$ cat config.mk
export PLATFORM = sky130hd
export DESIGN_NAME = mul_arbiter
export DESIGN_NICKNAME = d
export VERILOG_FILES = /design/src/rtl/mul_arbiter.sv
export SDC_FILE = /design/constraint.sdc
export NUM_CORES = 2
export LEC_CHECK = 0
export CORE_AREA = 2 2 267 269
export CTS_BUF_LIST = sky130_fd_sc_hd__clkbuf_4
export DETAILED_ROUTE_END_ITERATION = 16
export DIE_AREA = 0 0 269 271
export PLACE_DENSITY = 0.85
export SETUP_SLACK_MARGIN = 0.15
export SYNTH_ARGS = -nofsm -noshare
export SYNTH_HDL_FRONTEND = slang
export SYNTH_SLANG_ARGS = --single-unit
$ cat constraint.sdc
create_clock -name clk -period 11.78 [get_ports clk]
set_input_delay 2.356 -clock clk [delete_from_list [all_inputs] [get_ports clk]]
set_output_delay 2.356 -clock clk [all_outputs]
set_load 0.03 [all_outputs]
$ cat src/rtl/mul_arbiter.sv
// mul_arbiter: two-requester arbiter sharing one 32x32 signed multiplier.
// Optional macro MUL_ARB_ROUND_ROBIN_EN selects round-robin arbitration;
// when it is undefined, requester 0 has fixed priority.

// mul_32_b: combinational full-width signed 32x32 multiplier
module mul_32_b (
    input  logic signed [31:0] a,
    input  logic signed [31:0] b,
    output logic signed [63:0] z
);
    assign z = a * b;
endmodule

module mul_arbiter #(
    parameter int LAT = 2
) (
    input  logic        clk,
    input  logic        rst_n,
    input  logic [1:0]  req_valid,
    output logic [1:0]  req_ready,
    input  logic [31:0] req0_a,
    input  logic [31:0] req0_b,
    input  logic [31:0] req1_a,
    input  logic [31:0] req1_b,
    output logic [1:0]  resp_valid,
    input  logic [1:0]  resp_ready,
    output logic [63:0] resp_z,
    output logic        busy
);
    typedef enum logic [1:0] {IDLE, CALC, DONE} state_t;

    localparam logic [3:0] CNT_MAX = 4'(LAT - 1);

    state_t             state_q, state_d;
    logic [3:0]         cnt_q, cnt_d;
    logic signed [31:0] op_a_q, op_a_d, op_b_q, op_b_d;
    logic [63:0]        z_q, z_d;
    logic               id_q, id_d;
    logic signed [63:0] mul_z;
    logic               any_req;
    logic               gnt_id;

    assign any_req = |req_valid;

    mul_32_b u_mul (
        .a(op_a_q),
        .b(op_b_q),
        .z(mul_z)
    );

`ifdef MUL_ARB_ROUND_ROBIN_EN
    logic ptr_q, ptr_d;

    assign gnt_id = (req_valid == 2'b11) ? ptr_q : req_valid[1];

    // pointer moves to the requester that lost (or did not compete) after each accept
    always_comb ptr_d = (state_q == IDLE && any_req) ? ~gnt_id : ptr_q;

    // round-robin pointer register
    always_ff @(posedge clk or negedge rst_n) begin
        if (!rst_n) ptr_q <= 1'b0;
        else        ptr_q <= ptr_d;
    end
`else
    assign gnt_id = ~req_valid[0];
`endif

    // next-state, operand capture and handshake outputs
    always_comb begin
        state_d   = state_q;
        cnt_d     = cnt_q;
        op_a_d    = op_a_q;
        op_b_d    = op_b_q;
        z_d       = z_q;
        id_d      = id_q;
        req_ready = 2'b00;
        case (state_q)
            IDLE: if (any_req) begin
                req_ready = gnt_id ? 2'b10 : 2'b01;
                op_a_d    = gnt_id ? req1_a : req0_a;
                op_b_d    = gnt_id ? req1_b : req0_b;
                id_d      = gnt_id;
                cnt_d     = '0;
                state_d   = CALC;
            end
            CALC: begin
                cnt_d = cnt_q + 4'd1;
                if (cnt_q == CNT_MAX) begin
                    z_d     = mul_z;
                    state_d = DONE;
                end
            end
            DONE: if (resp_ready[id_q]) begin
                z_d     = '0;
                state_d = IDLE;
            end
            default: state_d = IDLE;
        endcase
    end

    assign resp_valid = (state_q == DONE) ? (id_q ? 2'b10 : 2'b01) : 2'b00;
    assign resp_z     = z_q;
    assign busy       = state_q != IDLE;

    // state and datapath registers, cleared immediately by reset
    always_ff @(posedge clk or negedge rst_n) begin
        if (!rst_n) begin
            state_q <= IDLE;
            cnt_q   <= '0;
            op_a_q  <= '0;
            op_b_q  <= '0;
            z_q     <= '0;
            id_q    <= 1'b0;
        end else begin
            state_q <= state_d;
            cnt_q   <= cnt_d;
            op_a_q  <= op_a_d;
            op_b_q  <= op_b_d;
            z_q     <= z_d;
            id_q    <= id_d;
        end
    end
endmodule

Yosys cells after proc, flatten, opt, wreduce, memory -nomap -nowiden --
Cells that the tools add are included.
Cells by class: multiply operators 1, $add $sub $neg 1, magnitude comparators 1, eq/ne operators 6, reductions and logical operators 9, bitwise operators 1, muxes and demuxes 18
Operators with widths (count):
- $mux 64 | 2
- $pmux 64 s2 | 1
- $mul 32x32->64 | 1
- $mux 32 | 2
- $mux 2 | 8
- $pmux 4 s2 | 1
- $ne 2x2->1 const B | 3
- $pmux 2 s3 | 1
- $reduce_and 3->1 | 2
- $reduce_bool 2->1 | 3
- $add 4x1->4 const B | 1
- $eq 4x1->1 const B | 1
- $mux 4 | 1
- $reduce_and 2->1 | 2
- $eq 2x1->1 const B | 1
- $eq 2x2->1 const B | 1
- $logic_not 2->1 | 1
- $lt 1x2->1 const B | 1
- $mux 1 | 2
- $reduce_or 2->1 | 1
- $not 1->1 | 1
Storage, ports and cells: output and inout bits 69, bits in registers 135

Longest topological paths before layout --
depth after elaboration 4, mapped depth 28

Cells and area by module --
Synthesis repeated with hierarchy kept, for this count alone.
Unflattened totals: cells, all modules 4469, area, all modules 42215.5 µm²
Modules (own cells, without submodules):
- mul_32_b | cells an instance 3852, seq. area each 0.0 µm², area an instance 36029.6 µm², times used 1
- mul_arbiter | cells an instance 617, seq. area each 3378.2 µm², area an instance 6185.9 µm², times used 1

Worst setup path before layout --
Ideal clock, no wire load.
path type reg2reg, start point reg op_a_q[31], end point reg z_q[63], in the netlist resp_z[63], setup slack 4.090 ns, library setup time 0.137 ns, cell stages (with the launch flop) 27, arrival time 7.553 ns, path through dfrtp_1 clkbuf_1 nand2_1 inv_1 fa_1 inv_1 fa_1 inv_1 fa_1 fa_1 inv_1 fa_1 inv_1 fa_1 inv_1 fa_1 inv_1 fa_1 ha_1 clkbuf_1 nand4_1 or3_1 or3_1 o211ai_1 o21ai_0 mux2i_1 o211ai_1
On the way: cells in the longest elaborated chain, start to end 3
RTL lines:
- start: declaration | RTL line 36 | logic signed [31:0] op_a_q, op_a_d, op_b_q, op_b_d;
- start signal: assignment | RTL line 117 | op_a_q <= op_a_d;
- $mul 32x32->64 | RTL line 11 | assign z = a * b;
- $mux 64 | RTL line 88 | if (cnt_q == CNT_MAX) begin
- $pmux 64 s2 | RTL line 77 | case (state_q)
- end signal: assignment | RTL line 119 | z_q <= z_d;
- end: declaration | RTL line 37 | logic [63:0] z_q, z_d;
No other way between the ends. The select of a mux whose other input is x is not followed. A chain may end at the register's enable or synchronous reset.

Final worst setup path --
start point reg op_b_q[5], end point reg z_q[56], in the netlist resp_z[56]
On the way: cells in the longest elaborated chain, start to end 3
RTL lines:
- start: declaration | RTL line 36
- start signal: assignment | RTL line 118 | op_b_q <= op_b_d;
- $mul 32x32->64 | RTL line 11
- $mux 64 | RTL line 88
- $pmux 64 s2 | RTL line 77
No other way between the ends. The select of a mux whose other input is x is not followed.

==> metrics.yaml <==
status: "complete, no violations"
synthArstFlopShare_pct: 100
antenna_found_initial: 2
setup-tns-final_ns: 0
slew_headroom_pct: 8.52
cts_max_level: 4
fillers: 5415
critPathTopFamily: "adder cells"
setup_ws_ns: 2.62
clkLatencyLatePin_ns: 0.82
cp.required_ns: 12.47
critPathKind: "reg2reg"
synth_top_flop_cell: "dfrtp_1"
grt_setup_unrepaired: "false"
cp_max_fo: 33
finalNetCount: 5834
ctsHoldBuffers: 0
drt_pass1_iterations: 8
multiInputGateArea_sq_um: 33800
register_area_sq_um: 3380
cp_num_buf_inv: 7
grt_pass1_wl_microns: 179000
row_count: 97
max_stage_delay_ns: 1.05
ios: 203
syn_nets: 5799
cts-root-buf: "clkbuf_4"
grt_use_total_pct: 32.1
hold_class: "reg2reg"
routed_wl_microns: 110000
die_h_microns: 271
drtIter0Drc: 2378
maxCapViolCount: 0
timing.fmax_mhz: 109
vias_per_cell: 5.70
layout-drive-gt1-share_pct: 2.38
grt_max_degree: 91
start_util_pct: 59.7
wl_per_cell_microns: 20.4
synthCells: 4397
post-place-ws_ns: 2.73
cts_max_path_buffers: 2
yosysSeqAreaShare_pct: 8.11
clk_pin_slew_ns: 0.18
gr-total-overflow: 0
arrival_ns: 9.84
yosys_warnings: 0
drc: 0
clock_skew_ns: 0.0665
crit_top_cell: "fa_1"
core_sq_um: 69800
ys_types: 65
cts_tree: "done"
layout_min_cycle_time_ns: 9.16
worstMarginPinSlew_ns: 1.37
setup_viol_count_final: 0
num_vias: 30721
cts_sinks: 135
die_area_sq_um: 72900
postCtsSetupBuffers: 0
synth.cell_area_sq_um: 41600
utilization_pct: 64.0
hold_viol: 0
cts_resized: 0
synth_edf_count: 0
postRouteAntennaNets: 0
cp-end-kind: "register"
finalMaxSlewViolations: 0
critPathSlowestCell: "dfrtp_1"
grt_pass1_vias: 34245
fp.dieW_microns: 269
syn_avg_cell_area_sq_um: 9.47
port_buffers: 202
gp_congestion: 0.952
synth_seq_cells: 135
finalCritPeriodShare_pct: 77.7
area_delta_synth_final_pct: 7.25
numCtsBuffers: 17
dp_hpwl_microns: 87400
setup.worst_path.start_class: "register"
-- metrics by stage --
stage	cells	hold slack, ns	cell area [sq um]
after floorplan	4397	0.458	41600
after global placement	5353	0.462	44400
after detailed placement	5353	0.470	44400
after CTS	5385	0.506	44700
after global routing	5386	0.530	44700
final	5386	0.500	44700
-- routing by layer --
| metal | up-vias | routed length [microns] | track usage (%) |
|---|---|---|---|
| met3 | 478 | 8680 | 6.09 |
| li1 | 12891 | - | - |
| met1 | 15811 | 37400 | 37.8 |
| met5 | - | 0 | 0 |
| met2 | 1541 | 54900 | 53.1 |
| met4 | 0 | 8970 | 22.4 |
-- worst paths after layout --
path	endpoint	cells after the start	startpoint	slack, ns
setup reg to reg	resp_z[56]	25	op_b_q[5]	2.62
setup / recovery	resp_z[56]	25	op_b_q[5]	2.62
max in group asynchronous	op_b_q[25]	2	rst_n	8.76
hold reg to reg	resp_z[12]	2	resp_z[12]	0.50
min in group asynchronous	op_b_q[3]	1	rst_n	1.58
hold / removal	resp_z[12]	2	resp_z[12]	0.50
-- layout by cell type (no fill, tap or decap), drive strengths merged, types with 4 or more instances in the layout --
| cell type | count |
|---|---|
| a211oi | 6 |
| ha | 186 |
| nor3 | 9 |
| or3 | 4 |
| xnor2 | 34 |
| a21oi | 75 |
| a221o | 4 |
| a31oi | 8 |
| o21bai | 8 |
| nand4 | 12 |
| buf | 61 |
| xor2 | 35 |
| o21ai | 162 |
| dfrtp | 135 |
| nand3 | 13 |
| nor2 | 61 |
| nand2b | 15 |
| mux2i | 69 |
| inv | 959 |
| clkdlybuf4s50 | 200 |
| o211ai | 6 |
| a22o | 10 |
| o31ai | 7 |
| a21o | 21 |
| and2 | 518 |
| clkbuf | 17 |
| nand2 | 658 |
| fa | 1082 |
| nor2b | 8 |
| o21a | 6 |
| and3 | 10 |
-- logic make-up (layout without fill, tap and decap cells) --
kind of cell	Yosys count	count (layout)	share of synthesized area, %
AOI/OAI and AO/OA	342	342	4.89
buffers and inverters	1194	1242	10.8
and+or+nand+nor	1319	1319	15.5
xor gates and xnor gates	69	69	1.45
other	0	1	0
DFF	135	135	8.11
muxes	70	70	1.69
adders and majority gates	1268	1268	57.6
-- Yosys cell counts, drive strengths merged (3+ instances only) --
cell    count  area share (%)
a21oi      75            0.92
o21a        6            0.11
a31oi       8            0.12
mux2i      69             1.7
inv       949             8.6
a221o       4           0.096
and3       10            0.15
nand3      13            0.16
nor2       61            0.55
xnor2      34            0.72
nor4        3           0.045
fa       1082              52
buf        14            0.15
nand4      12            0.18
clkbuf    231             2.1
dfrtp     135             8.1
nor3        9            0.11
o211ai      6            0.11
nand2     658             5.9
a22o       10            0.21
o21bai      8            0.15
ha        186             5.6
o31ai       7            0.13
xor2       35            0.74
a211oi      6            0.11
nand2b     15            0.23
a21o       21            0.38
and2      518             7.8
nor2b       8            0.12
o21ai     162             1.9
or3         4           0.060
-- area by class of cell --
type / count / area share (%)
Inverter: 949 / 7.97
Clock inverter: 15 / 0.345
Tap cell: 940 / 2.63
Multi-Input combinational cell: 3068 / 75.7
Clock buffer: 17 / 0.286
Timing Repair Buffer: 261 / 5.52
Antenna cell: 1 / 0.00560
Sequential cell: 135 / 7.57
-- tightest hold or removal path, cell delays in order, from the launching register on --
cell	delay (ns)
dfrtp_1	0.38
nand2_1	0.04
o21ai_0	0.06
-- state kept, by name (all words and copies together) (netlist names) --
register  count
resp_z       64
op_a_q       32
op_b_q       32
cnt_q         4
state_q       2
id_q          1
Power is left out: the tool's default activity adds up to more than one toggle a clock period on the data nets, which glitch-free logic cannot reach.
